`config.mk`:
```
export PLATFORM = sky130hd
export DESIGN_NAME = seq_alu
export DESIGN_NICKNAME = d
export VERILOG_FILES = /design/src/rtl/seq_alu_pkg.sv /design/src/rtl/seq_alu_iter.sv /design/src/rtl/seq_alu.sv
export SDC_FILE = /design/constraint.sdc
export NUM_CORES = 2
export LEC_CHECK = 0
export ABC_CLOCK_PERIOD_IN_PS = 11800
export BUFFER_PORTS_ARGS = -buffer_cell sky130_fd_sc_hd__buf_2
export CORE_MARGIN = 5
export CORE_UTILIZATION = 30
export DETAILED_ROUTE_END_ITERATION = 10
export PLACE_DENSITY_LB_ADDON = 0.25
export SLEW_MARGIN = 0
export SYNTH_ARGS = -nofsm -noshare
export SYNTH_HDL_FRONTEND = slang
export SYNTH_SLANG_ARGS = --single-unit
```
`constraint.sdc`:
```
create_clock -name clk -period 11.8 [get_ports clk]
set_input_delay 1.18 -clock clk [delete_from_list [all_inputs] [get_ports clk]]
set_output_delay 1.18 -clock clk [all_outputs]
set_load 0.02 [all_outputs]
```
`src/rtl/seq_alu_pkg.sv`:
```
// seq_alu_pkg: ALU control encodings, FSM state type and the conditional
// negate helper shared by the sequential ALU and its iterative datapath.
package seq_alu_pkg;

    localparam logic [3:0] CTL_AND   = 4'b0000;
    localparam logic [3:0] CTL_OR    = 4'b0001;
    localparam logic [3:0] CTL_ADD   = 4'b0010;
    localparam logic [3:0] CTL_SUB   = 4'b0110;
    localparam logic [3:0] CTL_PASS  = 4'b0111;
    localparam logic [3:0] CTL_MUL   = 4'b1000;
    localparam logic [3:0] CTL_UMULH = 4'b1001;
    localparam logic [3:0] CTL_UDIV  = 4'b1010;
    localparam logic [3:0] CTL_SDIV  = 4'b1011;

    // Widest operand abs_val can handle; callers zero-extend in and truncate out.
    localparam int ABS_MAX_W = 256;

    typedef enum logic [1:0] {
        IDLE = 2'd0,
        BUSY = 2'd1,
        DONE = 2'd2
    } state_t;

    // Two's-complement negate when neg is set: magnitude of a signed value
    // given its sign bit, or re-signing a quotient.
    function automatic logic [ABS_MAX_W-1:0] abs_val(input logic [ABS_MAX_W-1:0] value,
                                                     input logic                 neg);
        return neg ? (~value + ABS_MAX_W'(1)) : value;
    endfunction

endpackage

```
`src/rtl/seq_alu_iter.sv`:
```
// seq_alu_iter: radix-2 shift/add multiply and restoring divide engine, one
// iteration per cycle. SEQ_ALU_EARLY_TERM_EN lets multiplies finish early.
module seq_alu_iter
    import seq_alu_pkg::*;
#(
    parameter int WIDTH = 64,
    parameter int CNT_W = $clog2(WIDTH) + 1
) (
    input  logic             clk,
    input  logic             rst_n,
    input  logic             i_start,
    input  logic             i_isDiv,
    input  logic [WIDTH-1:0] i_loInit,
    input  logic [WIDTH-1:0] i_operand,
    output logic             o_done,
    output logic [WIDTH-1:0] o_hiNext,
    output logic [WIDTH-1:0] o_loNext
);

    // hi holds the product upper half or the partial remainder; lo holds the
    // multiplier/product lower half or the dividend/quotient.
    logic [WIDTH-1:0] r_hi;
    logic [WIDTH-1:0] r_lo;
    logic [WIDTH-1:0] r_operand;
    logic             r_isDiv;
    logic [CNT_W-1:0] r_cnt;

    logic             w_busy;
    logic             w_last;
    logic [WIDTH:0]   w_mulSum;
    logic [WIDTH:0]   w_remShift;
    logic [WIDTH:0]   w_remDiff;
    logic             w_remGe;
    logic [WIDTH-1:0] w_hiStep;
    logic [WIDTH-1:0] w_loStep;

    assign w_busy     = (r_cnt != '0);
    assign w_mulSum   = {1'b0, r_hi} + (r_lo[0] ? {1'b0, r_operand} : '0);
    assign w_remShift = {r_hi, r_lo[WIDTH-1]};
    assign w_remDiff  = w_remShift - {1'b0, r_operand};
    assign w_remGe    = (w_remShift >= {1'b0, r_operand});

    always_comb begin
        w_hiStep = w_mulSum[WIDTH:1];
        w_loStep = {w_mulSum[0], r_lo[WIDTH-1:1]};
        if (r_isDiv) begin
            w_hiStep = w_remGe ? w_remDiff[WIDTH-1:0] : w_remShift[WIDTH-1:0];
            w_loStep = {r_lo[WIDTH-2:0], w_remGe};
        end
    end

`ifdef SEQ_ALU_EARLY_TERM_EN
    // Shadow of the multiplier; once its unconsumed bits are zero the rest of
    // the iterations would only shift, so apply that shift in one step.
    logic [WIDTH-1:0]   r_mulRem;
    logic               w_early;
    logic [2*WIDTH-1:0] w_prodShift;

    assign w_early     = !r_isDiv && ((r_mulRem >> 1) == '0);
    assign w_prodShift = {w_hiStep, w_loStep} >> (r_cnt - CNT_W'(1));
    assign w_last      = w_busy && ((r_cnt == CNT_W'(1)) || w_early);
    assign o_hiNext    = w_early ? w_prodShift[2*WIDTH-1:WIDTH] : w_hiStep;
    assign o_loNext    = w_early ? w_prodShift[WIDTH-1:0] : w_loStep;

    always_ff @(posedge clk or negedge rst_n) begin
        if (!rst_n) begin
            r_mulRem <= '0;
        end else if (i_start) begin
            r_mulRem <= i_loInit;
        end else if (w_busy) begin
            r_mulRem <= r_mulRem >> 1;
        end
    end
`else
    assign w_last   = w_busy && (r_cnt == CNT_W'(1));
    assign o_hiNext = w_hiStep;
    assign o_loNext = w_loStep;
`endif

    assign o_done = w_last;

    always_ff @(posedge clk or negedge rst_n) begin
        if (!rst_n) begin
            r_hi      <= '0;
            r_lo      <= '0;
            r_operand <= '0;
            r_isDiv   <= 1'b0;
            r_cnt     <= '0;
        end else if (i_start) begin
            r_hi      <= '0;
            r_lo      <= i_loInit;
            r_operand <= i_operand;
            r_isDiv   <= i_isDiv;
            r_cnt     <= CNT_W'(WIDTH);
        end else if (w_busy) begin
            r_hi      <= o_hiNext;
            r_lo      <= o_loNext;
            r_cnt     <= w_last ? '0 : (r_cnt - CNT_W'(1));
        end
    end

endmodule

```
`src/rtl/seq_alu.sv`:
```
// seq_alu: multi-cycle ALU with valid/ready handshakes; logic/add/sub in one
// cycle, MUL/UMULH/UDIV/SDIV iteratively. Option macro: SEQ_ALU_EARLY_TERM_EN.
module seq_alu
    import seq_alu_pkg::*;
#(
    parameter  int WIDTH = 64,
    localparam int CNT_W = $clog2(WIDTH) + 1
) (
    input  logic             clk,
    input  logic             rst_n,
    input  logic             in_valid,
    output logic             in_ready,
    input  logic [WIDTH-1:0] a,
    input  logic [WIDTH-1:0] b,
    input  logic [3:0]       alu_ctl,
    output logic             out_valid,
    input  logic             out_ready,
    output logic [WIDTH-1:0] alu_out,
    output logic             zero,
    output logic             negative,
    output logic             carry,
    output logic             overflow
);

    state_t           r_state;
    state_t           w_nextState;
    logic [3:0]       r_ctl;
    logic             r_negQuot;
    logic [WIDTH-1:0] r_aluOut;
    logic             r_zero;
    logic             r_negative;
    logic             r_carry;
    logic             r_overflow;

    logic             w_accept;
    logic             w_isMul;
    logic             w_isDiv;
    logic             w_isSub;
    logic             w_bZero;
    logic             w_needIter;
    logic             w_iterStart;
    logic             w_iterDone;
    logic [WIDTH-1:0] w_aMag;
    logic [WIDTH-1:0] w_bMag;
    logic [WIDTH-1:0] w_iterLoInit;
    logic [WIDTH-1:0] w_iterOperand;
    logic [WIDTH-1:0] w_iterHi;
    logic [WIDTH-1:0] w_iterLo;
    logic [WIDTH-1:0] w_bEff;
    logic [WIDTH:0]   w_addSum;
    logic [WIDTH-1:0] w_singleRes;
    logic             w_singleCarry;
    logic             w_singleOvf;
    logic [WIDTH-1:0] w_iterRes;
    logic             w_loadRes;
    logic [WIDTH-1:0] w_resNext;
    logic             w_carryNext;
    logic             w_ovfNext;

    assign w_accept = (r_state == IDLE) && in_valid;
    assign w_isMul  = (alu_ctl == CTL_MUL) || (alu_ctl == CTL_UMULH);
    assign w_isDiv  = (alu_ctl == CTL_UDIV) || (alu_ctl == CTL_SDIV);
    assign w_isSub  = (alu_ctl == CTL_SUB);
    assign w_bZero  = (b == '0);

    // Divide by zero (and, with early termination, multiply by zero) has a
    // known zero result and skips the engine entirely.
`ifdef SEQ_ALU_EARLY_TERM_EN
    assign w_needIter = (w_isMul || w_isDiv) && !w_bZero;
`else
    assign w_needIter = w_isMul || (w_isDiv && !w_bZero);
`endif
    assign w_iterStart = w_accept && w_needIter;

    assign w_aMag = (alu_ctl == CTL_SDIV) ? WIDTH'(abs_val(ABS_MAX_W'(a), a[WIDTH-1])) : a;
    assign w_bMag = (alu_ctl == CTL_SDIV) ? WIDTH'(abs_val(ABS_MAX_W'(b), b[WIDTH-1])) : b;
    assign w_iterLoInit  = w_isDiv ? w_aMag : b;
    assign w_iterOperand = w_isDiv ? w_bMag : a;

    seq_alu_iter #(
        .WIDTH (WIDTH),
        .CNT_W (CNT_W)
    ) u_iter (
        .clk       (clk),
        .rst_n     (rst_n),
        .i_start   (w_iterStart),
        .i_isDiv   (w_isDiv),
        .i_loInit  (w_iterLoInit),
        .i_operand (w_iterOperand),
        .o_done    (w_iterDone),
        .o_hiNext  (w_iterHi),
        .o_loNext  (w_iterLo)
    );

    assign w_bEff   = w_isSub ? ~b : b;
    assign w_addSum = {1'b0, a} + {1'b0, w_bEff} + {{WIDTH{1'b0}}, w_isSub};

    always_comb begin
        w_singleRes   = '0;
        w_singleCarry = 1'b0;
        w_singleOvf   = 1'b0;
        case (alu_ctl)
            CTL_AND:  w_singleRes = a & b;
            CTL_OR:   w_singleRes = a | b;
            CTL_ADD, CTL_SUB: begin
                w_singleRes   = w_addSum[WIDTH-1:0];
                w_singleCarry = w_addSum[WIDTH];
                w_singleOvf   = (a[WIDTH-1] == w_bEff[WIDTH-1]) &&
                                (w_addSum[WIDTH-1] != a[WIDTH-1]);
            end
            CTL_PASS: w_singleRes = b;
            default:  w_singleRes = '0;
        endcase
    end

    always_comb begin
        w_iterRes = '0;
        case (r_ctl)
            CTL_MUL, CTL_UDIV: w_iterRes = w_iterLo;
            CTL_UMULH:         w_iterRes = w_iterHi;
            CTL_SDIV:          w_iterRes = WIDTH'(abs_val(ABS_MAX_W'(w_iterLo), r_negQuot));
            default:           w_iterRes = '0;
        endcase
    end

    always_comb begin
        w_loadRes   = 1'b0;
        w_resNext   = w_singleRes;
        w_carryNext = w_singleCarry;
        w_ovfNext   = w_singleOvf;
        if (w_accept && !w_needIter) begin
            w_loadRes = 1'b1;
        end else if ((r_state == BUSY) && w_iterDone) begin
            w_loadRes   = 1'b1;
            w_resNext   = w_iterRes;
            w_carryNext = 1'b0;
            w_ovfNext   = 1'b0;
        end
    end

    always_comb begin
        w_nextState = r_state;
        in_ready    = 1'b0;
        out_valid   = 1'b0;
        case (r_state)
            IDLE: begin
                in_ready = 1'b1;
                if (in_valid) begin
                    w_nextState = w_needIter ? BUSY : DONE;
                end
            end
            BUSY: begin
                if (w_iterDone) begin
                    w_nextState = DONE;
                end
            end
            DONE: begin
                out_valid = 1'b1;
                if (out_ready) begin
                    w_nextState = IDLE;
                end
            end
            default: w_nextState = IDLE;
        endcase
    end

    always_ff @(posedge clk or negedge rst_n) begin
        if (!rst_n) begin
            r_state <= IDLE;
        end else begin
            r_state <= w_nextState;
        end
    end

    always_ff @(posedge clk or negedge rst_n) begin
        if (!rst_n) begin
            r_ctl     <= '0;
            r_negQuot <= 1'b0;
        end else if (w_accept) begin
            r_ctl     <= alu_ctl;
            r_negQuot <= a[WIDTH-1] ^ b[WIDTH-1];
        end
    end

    // Results only change on a load, so back-pressure holds them as-is.
    always_ff @(posedge clk or negedge rst_n) begin
        if (!rst_n) begin
            r_aluOut   <= '0;
            r_zero     <= 1'b0;
            r_negative <= 1'b0;
            r_carry    <= 1'b0;
            r_overflow <= 1'b0;
        end else if (w_loadRes) begin
            r_aluOut   <= w_resNext;
            r_zero     <= (w_resNext == '0);
            r_negative <= w_resNext[WIDTH-1];
            r_carry    <= w_carryNext;
            r_overflow <= w_ovfNext;
        end
    end

    assign alu_out  = r_aluOut;
    assign zero     = r_zero;
    assign negative = r_negative;
    assign carry    = r_carry;
    assign overflow = r_overflow;

endmodule

```
Word level (Yosys, flattened, before mapping)
Cells that the tools add are included.
- bitwise operators: 7
- add/subtract/negate cells: 8
- mux-type cells: 38
- reduce and logical (&&, ||, !) cells: 21
- order comparisons: 1
- equal/unequal tests: 20
- operator list (operator ; count):
    64-bit 2-to-1 mux ; 18
    64-bit inverter ; 4
    64-bit one-hot mux with 4 select lines ; 1
    64-bit by 1-bit adder with 64-bit output, second input constant ; 3
    64-bit one-hot mux with 3 select lines ; 1
    64-bit by 64-bit adder with 65-bit output ; 2
    64-bit zero test ; 2
    65-bit by 1-bit adder with 65-bit output ; 1
    65-bit by 64-bit greater-or-equal comparator with 1-bit output ; 1
    64-bit bitwise AND ; 1
    64-bit OR ; 1
    64-bit subtractor ; 1
    4-bit equality test, second input constant ; 8
    7-bit 2-to-1 mux ; 3
    1-bit 2-to-1 mux ; 10
    4-bit by 3-bit equality test with 1-bit output, second input constant ; 2
    2-bit 2-to-1 mux ; 4
    7-bit by 1-bit equality test with 1-bit output, second input constant ; 1
    1-bit logical AND ; 7
    7-bit nonzero test ; 1
    7-bit by 1-bit subtractor with 7-bit output, second input constant ; 1
    2-bit one-hot mux with 3 select lines ; 1
    4-bit by 1-bit equality test with 1-bit output, second input constant ; 1
    4-bit by 2-bit equality test with 1-bit output, second input constant ; 1
    14 further kinds ; 19
- output and inout bits: 70
- logic and storage cells: 108
- input bits: 136
- register bits: 275

Longest topological paths before layout
- depth in word-level cells: 10
- depth in mapped cells: 22
- mapped depth without buffers: 19

Cells and area by module
A second synthesis with hierarchy kept.
- cells, all modules: 5109
- area total of the unflattened synthesis: 36312.3 um2
- modules (own cells, without submodules) (module ; cells an instance ; area each (um2) ; times used ; seq. area each (um2)):
    seq_alu_iter ; 2473 ; 19134.6 ; 1 ; 5004.8
    seq_alu ; 2636 ; 17177.7 ; 1 ; 1851.8

Worst setup path after synthesis
Ideal clock, no wire load.
- path kind: input to register
- start point: input port alu_ctl[3]
- end point: register r_zero (netlist: zero)
- stages: 21
- path slack: 5530 ps
- data arrival time: 6203 ps
- setup time: 66 ps
- buffers on the path: 4
- data required time: 11734 ps
- cell sequence: clkbuf_1 nor4bb_1 clkbuf_1 buf_1 xor2_1 ha_1 clkbuf_1 and4_1 nand2_1 or3_1 o21a_1 o21ai_0 o21bai_1 a31o_2 a221oi_1 xnor2_1 a221o_1 a2111o_1 or4_1 nor4b_2 a41o_1
- cells in the longest elaborated chain, start to end: 8
- elaborated cells on any way between the ends: 24
- classes of those cells: add/sub (2); eq/ne (8); mux (5); reduce/logical (9)
- ends and longest elaborated chain (what ; line ; source):
    start, declared ; seq_alu.sv:15 ; input logic [3:0] alu_ctl,
    4-bit by 3-bit equality test with 1-bit output or 4-bit equality test (tied branches) ; seq_alu.sv:63, seq_alu.sv:102, seq_alu.sv:62 ;
    64-bit 2-to-1 mux or 1-bit logical OR (tied branches) ; seq_alu.sv:95, seq_alu.sv:62 ;
    64-bit by 64-bit adder with 65-bit output or 1-bit logical AND (tied branches) ; seq_alu.sv:96, seq_alu.sv:71 ;
    65-bit by 1-bit adder with 65-bit output or 1-bit logical OR (tied branches) ; seq_alu.sv:96, seq_alu.sv:71 ;
    64-bit one-hot mux with 4 select lines or 1-bit zero test (tied branches) ; seq_alu.sv:102, seq_alu.sv:131 ;
    64-bit 2-to-1 mux or 1-bit logical AND (tied branches) ; seq_alu.sv:133, seq_alu.sv:131 ;
    64-bit 2-to-1 mux ; seq_alu.sv:131 ; if (w_accept && !w_needIter) begin
    64-bit zero test ; seq_alu.sv:195 ; r_zero <= (w_resNext == '0);
    end signal, assigned ; seq_alu.sv:195 ;
    end, declared ; seq_alu.sv:30 ; logic r_zero;
Parallel ways exist; a longest one is shown, timed or not.
A chain may end at the register's enable or synchronous reset.

Final worst setup path
- start point: input port alu_ctl[0]
- end point: register r_zero (netlist: zero)
Same word-level chain as after synthesis.

==> flow_summary.toml <==
[finish]
syn_to_final_growth_pct = 10.24
nets = 5179
layout.cells.most_common = "nor2_1"
drive_gt1_share_pct = 9.998
final_cell_mix = "nor2_1, nand2_1, a21oi_1, o21ai_0, dfrtp_1"
nFillCells = 12680

[yosys]
syn_nets = 5205
yosys.area.top_type_share_pct = 19.48
seq_area_frac_synth_pct = 19.48
yosys-top-cells-area = "dfrtp_1, ha_1, a21oi_1"
synth-seq-cells = 274
synthCells = 4867
synthesis.area_mm2 = 0.03520
synthFlopType = "dfrtp_1"
synthArstFlopShare_pct = 100.0
avgSynthCellArea_um2 = 7.232
yosys_warnings = 0
yosys.area.top_type = "dfrtp_1"
synth_edf_count = 0
ys_types = 103

[worst_setup_path]
crit_path_frequent_cell = "o21ai_0"
crit-reg2reg-capture = "zero"
cp-end-kind = "register"
cp_cell_sequence = "buf_2 > nor4bb_4 > buf_4 > xnor2_1 > ha_1 > a31o_2 > a221oi_1 > o21a_1 > o21ai_0 > a31oi_1 > o21ai_0 > xor2_1 > a222oi_1 > nor2_1 > a211oi_1 > and2_1 > nand4b_1 > or4_1 > nor4b_2 > a41o_1"
slowest_delay_ns = 0.82
start_kind = "primary input"
cpLargestDelayFamily = "compound AO/OA/AOI/OAI gates"
worstRegToRegCells = 20
slowest_stage = "a211oi_1"
worstPathRequired_ns = 12.35
critical_path_arrival_ns = 7.90
crit_type = "primary input to register"
path_buf_inv = 2
cp_max_fo = 29
timing.rr.start = "u_iter.r_lo[63]"
r2r_slack_ns = 5.07

[global_routing]
grt_overflow = 0
grt_pass1_vias = 36170
grt_max_degree = 156
grt_antenna_before_repair = 15
grt_pass1_wl_um = 264000
track_usage_pct = 28.32

[sta]
finalSetupViolCount = 0
fin_crit_ns = 7.351
fmax_ghz = 0.1360
maxSlewViolCount = 4
fin_crit_sh_pct = 62.29
hold_viol_final = 0
worst_pin_slew_ns = 1.518
setup_ws_ns = 4.449
slew_headroom_pct = -2.262
setup_tns_ns = 0
rsz0062_at_grt = "no"
fin_skew_ns = 0.03420

[placed_design]
portBuffers = 205
dpl.hpwl_um = 146600
pre_cts_ws_ns = 3.981
place_congestion = 1.018

[drt]
vias = 39370
wirelength_um = 186200
drt_iter0_drc = 5107
vias_per_cell = 6.155
final_antenna_net_count = 0
dr.pass1.iters = 8
wl_per_cell_um = 29.11
drcViolationCount = 0

[floorplanning]
start_util_pct = 30.25
dieHeight_um = 352.5
die_w_um = 352.5
placementRows = 125
coreArea_mm2 = 0.1164
die_area_mm2 = 0.1243
pin_count = 206

[clock_network]
clkLatencyLatePin_ns = 0.61
cts_resized = 0
clock-sinks = 274
path_clk_slew_ns = 0.06
htreeDepth = 2
cts_setup_buffers = 0
root_buffer = "clkbuf_16"
postCtsHoldBufs = 0
cts_buffer_depth = 3
cts_buffers = 38
cts_tree = "done"

[status]
violations = "max-capacitance violations, max-slew violations"
status = "finished, violations left"

[hold_path]
hp-start = "alu_out[5]"
hp-class = "register to register"
holdPathEnd = "alu_out[5]"
min_path_cells = 2

[power]
p_leak_nw = 16.26
ir_drop_v = 0.00008297
p_per_area_mw_per_mm2 = 72.47

[run]
drv_cap = 1
==> cells by family after synthesis <==
| group | share of synthesized area (%) |
|---|---|
| compound gates | 30.28 |
| xor+xnor | 8.436 |
| fa+ha+maj | 9.008 |
| buf+inv | 5.546 |
| flops | 19.48 |
| mux | 4.341 |
| simple gates | 22.91 |
==> layout make-up <==
type / instances / area, um^2 / share of cell area [%]
sequential: 274 / 6862 / 17.68
inverter: 136 / 510.5 / 1.316
antenna: 2 / 5.005 / 0.01290
tap: 1524 / 1907 / 4.915
timing repair buffer: 288 / 1697 / 4.373
clock buffer: 45 / 1017 / 2.622
clock inverter: 25 / 324.1 / 0.8352
multi-input combinational: 4103 / 26480 / 68.24
==> synthesized netlist by cell type (all sizes together), types with 105 or more instances <==
library cell,count
a21oi,445
inv,135
a211oi,133
dfrtp,274
nor2,540
xnor2,143
xor2,196
nor3,130
nand3,105
o21ai,382
clkbuf,275
mux2i,111
nand2,470
o211ai,119
ha,199
==> worst reg2reg max path: stages, from the launching register on <==
cell and delay (ns):
dfrtp_1 0.39, buf_4 0.20, inv_1 0.09, ha_1 0.16, inv_1 0.05, fa_1 0.39, a21o_1 0.21, a221oi_2 0.37
o221ai_1 0.39, a2111oi_0 0.79, o21ba_2 0.33, o31ai_1 0.20, a31oi_1 0.37, xnor2_1 0.19, o211ai_1 0.16, nand3_1 0.23
nor4b_1 0.94, nor4bb_1 0.39, nand4_1 0.29, nor4b_2 0.34, a41o_1 0.20
==> through the flow <==
stage	utilization, %	cell area, um^2	instances	total power [mW]	hold WS (ns)
floorplan	-	35200	4867	1.310	0.4632
global placement	32.19	37450	6325	1.531	0.4714
detailed placement	32.19	37450	6325	1.528	0.4867
CTS	33.34	38790	6395	2.816	0.5007
global route	33.34	38800	6396	2.900	0.5199
finish	33.34	38800	6397	2.812	0.4991
==> where the power goes <==
group	total [mW]	leakage, nW	internal [mW]	switching, mW
combinational	0.588	12.5	0.193	0.394
clock	1.28	0.643	0.755	0.529
sequential	0.940	3.11	0.940	0
==> sequential cells by signal, summed over array words and instances (netlist names), 2 cells and up <==
register / count
alu_out: 64
r_ctl: 4
r_state: 2
u_iter.r_cnt: 7
u_iter.r_hi: 64
u_iter.r_lo: 64
u_iter.r_operand: 64
==> metal layers <==
metal | vias up | wire length, um | global-route usage [%]
met5 | - | 80 | 0
met4 | 6 | 8833 | 11.33
met3 | 351 | 18360 | 6.656
met2 | 2007 | 75790 | 41.13
met1 | 19180 | 83170 | 40.22
li1 | 17830 | - | -
==> worst max-delay path by stage <==
stage / from / end / cells past startpoint / slack, ns
floorplan: alu_ctl[3] / zero / 21 / 5.53
global placement: alu_ctl[0] / zero / 21 / 4.01
detailed placement: alu_ctl[0] / zero / 21 / 3.98
CTS: alu_ctl[0] / zero / 21 / 4.60
global route: alu_ctl[0] / zero / 21 / 4.10
finish: alu_ctl[0] / zero / 20 / 4.45
Note: power is estimated with default switching activity, not from simulation.
